==> src/rtl/serial_add_ctrl.sv <==
// Bit-serial adder controller: one full_adder cell reused across WIDTH clock
// cycles, LSB first, with the carry held in a register between bits.

module full_adder (
  input  logic x1,
  input  logic x2,
  input  logic cin,
  output logic y,
  output logic cout
);
  assign y    = x1 ^ x2 ^ cin;
  assign cout = (x1 & x2) | (x1 & cin) | (x2 & cin);
endmodule

// state | meaning
// IDLE  | waiting for start
// RUN   | one operand bit pair added per clock, LSB first
// DONE  | result published, done high; start here reloads without a bubble
module serial_add_ctrl #(
  parameter int WIDTH = 8,
  parameter int CNT_W = $clog2(WIDTH + 1)
) (
  input  logic             clk,
  input  logic             rst,
  input  logic             start,
  input  logic [WIDTH-1:0] a,
  input  logic [WIDTH-1:0] b,
  input  logic             cin,
  output logic             busy,
  output logic             done,
  output logic [WIDTH-1:0] sum,
  output logic             cout
);

  typedef enum logic [1:0] {
    IDLE = 2'd0,
    RUN  = 2'd1,
    DONE = 2'd2
  } state_t;

  state_t           state;
  logic [WIDTH-1:0] opa_sh;
  logic [WIDTH-1:0] opb_sh;
  logic [WIDTH-2:0] res_sh;
  logic             carry_r;
  logic [CNT_W-1:0] cnt;

  logic             fa_y;
  logic             fa_cout;
  logic [WIDTH-1:0] res_next;
  logic             last_bit;

  full_adder fa (
    .x1   (opa_sh[0]),
    .x2   (opb_sh[0]),
    .cin  (carry_r),
    .y    (fa_y),
    .cout (fa_cout)
  );

  // res_sh keeps only the upper WIDTH-1 bits of the partial result; the
  // bit from the current cycle completes it when the last bit is added.
  assign res_next = {fa_y, res_sh};
  assign last_bit = (cnt == CNT_W'(WIDTH - 1));

  always_ff @(posedge clk) begin
    if (rst) begin
      state   <= IDLE;
      opa_sh  <= '0;
      opb_sh  <= '0;
      res_sh  <= '0;
      carry_r <= 1'b0;
      cnt     <= '0;
      sum     <= '0;
      cout    <= 1'b0;
    end else begin
      case (state)
        IDLE, DONE: begin
          if (start) begin
            opa_sh  <= a;
            opb_sh  <= b;
            carry_r <= cin;
            cnt     <= '0;
            state   <= RUN;
          end else begin
            state   <= IDLE;
          end
        end
        RUN: begin
          res_sh  <= res_next[WIDTH-1:1];
          carry_r <= fa_cout;
          opa_sh  <= {1'b0, opa_sh[WIDTH-1:1]};
          opb_sh  <= {1'b0, opb_sh[WIDTH-1:1]};
          cnt     <= cnt + CNT_W'(1);
          if (last_bit) begin
            sum   <= res_next;
            cout  <= fa_cout;
            state <= DONE;
          end
        end
        default: state <= IDLE;
      endcase
    end
  end

  assign busy = (state == RUN);
  assign done = (state == DONE);

endmodule

==> config.mk <==
export PLATFORM = sky130hd
export DESIGN_NAME = serial_add_ctrl
export DESIGN_NICKNAME = d
export VERILOG_FILES = /design/src/rtl/serial_add_ctrl.sv
export SDC_FILE = /design/constraint.sdc
export NUM_CORES = 1
export LEC_CHECK = 0
export ABC_AREA = 1
export BUFFER_PORTS_ARGS = -buffer_cell sky130_fd_sc_hd__buf_4
export CAP_MARGIN = 20
export CORE_ASPECT_RATIO = 0.5
export CORE_MARGIN = 4
export CORE_UTILIZATION = 50
export CTS_CLUSTER_SIZE = 12
export DETAILED_ROUTE_END_ITERATION = 10
export HOLD_SLACK_MARGIN = 0.06
export PLACE_DENSITY = 0.73
export SLEW_MARGIN = 20
export SYNTH_ARGS = -nofsm -noshare
export SYNTH_HDL_FRONTEND = slang
export SYNTH_SLANG_ARGS = --single-unit
==> constraint.sdc <==
create_clock -name clk -period 1.55 [get_ports clk]
set_input_delay 0.465 -clock clk [delete_from_list [all_inputs] [get_ports clk]]
set_output_delay 0.465 -clock clk [all_outputs]
set_load 0.02 [all_outputs]
# ---- After elaboration in Yosys (flattened, before gate mapping)
# Index checks and enable logic that the tools add are counted.
dict set report op_classes {
  mux 11
  n_addsub 1
  reduce_logical 5
  bitwise_logic 7
  eq_ne 5
}
# op n
set op_table {}
lappend op_table {{$pmux 8 s2} 2}
lappend op_table {{$mux 8} 2}
lappend op_table {{$pmux 4 s2} 1}
lappend op_table {{$add 4x1->4 const B} 1}
lappend op_table {{$eq 4x3->1 const B} 1}
lappend op_table {{$mux 4} 1}
lappend op_table {{$pmux 2 s2} 1}
lappend op_table {{$reduce_and 2->1} 2}
lappend op_table {{$and 1x1->1} 3}
lappend op_table {{$eq 2x1->1 const B} 1}
lappend op_table {{$eq 2x2->1 const B} 1}
lappend op_table {{$logic_not 2->1} 1}
lappend op_table {{$mux 1} 2}
lappend op_table {{$mux 2} 1}
lappend op_table {{$ne 2x1->1 const B} 1}
lappend op_table {{$ne 2x2->1 const B} 1}
lappend op_table {{$or 1x1->1} 2}
lappend op_table {{$pmux 1 s2} 1}
lappend op_table {{$reduce_bool 2->1} 1}
lappend op_table {{$reduce_or 2->1} 1}
lappend op_table {{$xor 1x1->1} 2}
dict set report totals {
  input_bits 20
  reg_bits 39
  out_inout_bits 11
  wordCells 37
}

# ---- Logic depth before layout (Yosys ltp)
dict set report logic_depth {
  ltp_word 4
  depth_mapped 7
}

# ---- Cells and area by module
# From an unflattened synthesis, not the netlist that was laid out.
dict set report hier_totals {
  hier_cells 240
  area_unflattened_um2 1770.4
}
# mod area_per_inst_um2 n_inst cells_per_inst
set by_module_without_submodules {}
lappend by_module_without_submodules {serial_add_ctrl 1750.4 1 239}
lappend by_module_without_submodules {full_adder 20.0 1 1}

# ---- Worst setup path before layout
# No wires, ideal clock.
dict set report synth_timing {
  kind {register -> output}
  from {register state[1]}
  to {output done}
  required_time_ps 1085
  arrival_time_ps 907
  path_stages_with_launch 4
  setup_slack_ps 178
  cell_sequence {dfxtp_1 > inv_2 > buf_2 > nor2_1}
}
dict set report synth_between {
  elab_chain_cells 1
}
# item line_no
set synth_lines {}
lappend synth_lines {{start, declared} 41} ;# state_t state;
lappend synth_lines {{start signal, assigned} 68} ;# state <= IDLE;
lappend synth_lines {{start signal, assigned} 84} ;# state <= RUN;
lappend synth_lines {{start signal, assigned} 86} ;# state <= IDLE;
lappend synth_lines {{$eq 2x2->1} 107} ;# assign done = (state == DONE);
lappend synth_lines {{end, declared} 30} ;# output logic done,
# Every way passes these cells.

# ---- Final worst setup path
dict set report layout_timing {
  from {register state[0]}
  to {output busy}
}
dict set report layout_between {
  elab_chain_cells 1
}
# item line_no
set layout_lines {}
lappend layout_lines {{$eq 2x1->1} 106} ;# assign busy = (state == RUN);
lappend layout_lines {{end, declared} 29} ;# output logic busy,
# Every way passes these cells.

==> results.py <==
metrics = {
    "clock_network": {
        "htreeDepth": 2,
        "clk_pin_slew_ns": 0.08,
        "cts_tree": "done",
        "cts-root-buf": "clkbuf_8",
        "cts.sinks": 39,
        "cts_made_buffers": 5,
        "clockBufferDepth": 2,
        "clock_latency_ns": 0.29,
        "holdBufCountCts": 0,
    },
    "global_route": {
        "grt_usage": 0.174,
        "grt_first_pass_wirelength_mm": 6.42,
        "grt_overflow": 0,
        "grt_pass1_vias": 1407,
        "grt_antenna_before_repair": 0,
        "grt_max_degree": 28,
    },
    "pwr": {
        "p_leak_nw": 0.974,
        "peakVddDrop_uv": 412,
        "powerDensity_nw_per_um2": 1030,
    },
    "timing": {
        "hold_viol_final": 0,
        "worstMarginPinSlew_ns": 0.602,
        "fmax_ghz": 0.654,
        "rsz0062_at_grt": "true",
        "finClkSkew_ns": 0.00548,
        "period_share": 0.986,
        "final-setup-viol-count": 0,
        "slew_headroom": 0.597,
        "min_period_ns": 1.53,
        "slew_viol_final": 0,
    },
    "detailed_routing": {
        "routed_wl_mm": 3.79,
        "dr.pass1.iters": 4,
        "wire_per_inst_um": 11.9,
        "routed_via_density": 5.06,
        "vias": 1609,
        "ant_nets": 0,
        "drt-initial-drc-count": 47,
        "post-route-drc-count": 0,
    },
    "cells_and_area": {
        "postLayoutCoreUtil": 0.670,
        "drive_gt1_frac": 0.207,
        "syn_to_final_growth_pct": 21.1,
        "diodes": 0,
        "final_cell_mix": "69 x nand3_1, 37 x dfxtp_1, 37 x buf_4, 32 x nand2_1, 23 x nor2_1",
        "nNetsFinal": 291,
        "layout_commonest_cell": "nand3_1",
        "instances_no_fill": 318,
    },
    "placed_design": {
        "globalplace.congestion": 0.834,
        "dp.cells": 309,
        "io_buffers": 30,
        "dp_hpwl_mm": 2.49,
    },
    "die": {
        "die_y_um": 50.0,
        "die_w_um": 92.0,
        "die-area_um2": 4600,
        "start_util": 0.553,
        "pin_count": 31,
        "rows": 14,
        "coreArea_um2": 3190,
    },
    "yosys": {
        "syn_area_per_cell_um2": 7.35,
        "syn-num-nets": 262,
        "netlist_instances": 240,
        "synthesis.area_um2": 1760,
        "ys_warn_count": 0,
        "synth_seq_area_share": 0.443,
        "synth_seq_cells": 39,
        "yosysUniqueCellTypes": 19,
    },
    "job": {
        "cap_violations": 0,
    },
    "critical_path": {
        "cp.required_ns": 1.08,
        "max_stage_delay_ns": 0.40,
        "crit_path_cell_trace": "inv_6 > nor2_4 > buf_6",
        "cp_max_fo": 17,
        "cp-start-kind": "flop",
        "arrival_ns": 1.06,
        "end_kind": "output pin",
        "crit_slowest_cell": "dfxtp_4",
        "path_class": "flop to output pin",
    },
    "hold_path": {
        "min_path_type": "primary input to flop",
    },
    "run_status": {
        "status": "completed",
    },
}
## where the power goes
group / total, mW / internal, mW / switching [mW]
combinational: 0.278 / 0.116 / 0.162
clock: 0.840 / 0.479 / 0.361
sequential: 1.09 / 1.05 / 0.0354
## cell usage after synthesis (all sizes together)
| cell | count | share of area |
|---|---|---|
| dfxtp | 39 | 0.44 |
| fa | 1 | 0.011 |
| clkbuf | 4 | 0.0085 |
| nand3 | 69 | 0.20 |
| inv | 21 | 0.046 |
| clkinv | 1 | 0.0021 |
| buf | 12 | 0.050 |
| a21oi | 22 | 0.062 |
| nand2 | 35 | 0.079 |
| nor2 | 26 | 0.069 |
| ha | 1 | 0.0071 |
| o21ai | 9 | 0.026 |
## state kept, by name, indices dropped and copies added (netlist names)
register	cells
opa_sh	8
opb_sh	8
sum	8
res_sh	7
cnt	4
state	2
carry_r	1
cout	1
## worst max-delay path, delay by kind of cell, from the launching register on
kind,cells,cell delay (ns)
and+or+nand+nor,1,0.16
buffers and inverters,2,0.22
DFF,1,0.40
## per-stage QoR
step | cell area [um^2] | power, mW | hold WS, ns | setup TNS (ns) | worst slack, ns
floorplan | 1760 | 1.30 | 0.431 | 0 | 0.178
global placement | 2000 | 1.37 | 0.445 | 0 | 0.0788
detailed placement | 2000 | 1.38 | 0.459 | 0 | 0.0191
CTS | 2110 | 2.21 | 0.435 | 0 | -0.000000444
global route | 2140 | 2.32 | 0.447 | -0.0565 | -0.0379
finish | 2140 | 2.21 | 0.441 | 0 | 0.0210
## metal layers
metal  part of all wire  global-route usage  up-vias
met2               0.44               0.277       41
met1               0.49               0.226      721
met3              0.066              0.0593        3
met4             0.0050              0.0493        0
li1                   -                   -      844
met5                  0                   0        -
## final timing paths
| kind | startpoint | endpoint | slack, ns | depth (start not counted) |
|---|---|---|---|---|
| setup reg to reg | state[0] | opa_sh[3] | 0.26 | 5 |
| hold / removal | b[7] | opb_sh[7] | 0.44 | 3 |
| setup / recovery | state[0] | busy | 0.02 | 3 |
| hold reg to reg | res_sh[0] | res_sh[0] | 0.47 | 2 |
## repair_timing
| item | in CTS | in global routing |
|---|---|---|
| pin swaps | 0 | 1 |
| gates resized for setup | 3 | 4 |
| endpoints found under the setup margin | 2 | 2 |
| buffers inserted | 0 | 1 |
## cell type report
| type | instances | area [um^2] |
|---|---|---|
| inverters | 22 | 87.6 |
| well taps | 48 | 60.1 |
| flip-flops and latches | 39 | 786 |
| fillers | 288 | 1050 |
| clock buffers | 5 | 68.8 |
| repair buffers | 38 | 289 |
| multi-input cells | 163 | 801 |
| clock inverters | 3 | 43.8 |
## cells by family (layout without fill, tap and decap cells)
family                     Yosys count  count (layout)  synth area share
AOI/OAI and AO/OA                   31              31            0.0880
adders and majority gates            2               2            0.0185
DFF                                 39              39             0.443
and+or+nand+nor                    130             130             0.344
buffers and inverters               38              68             0.107
Note: power is estimated with default switching activity, not from simulation.
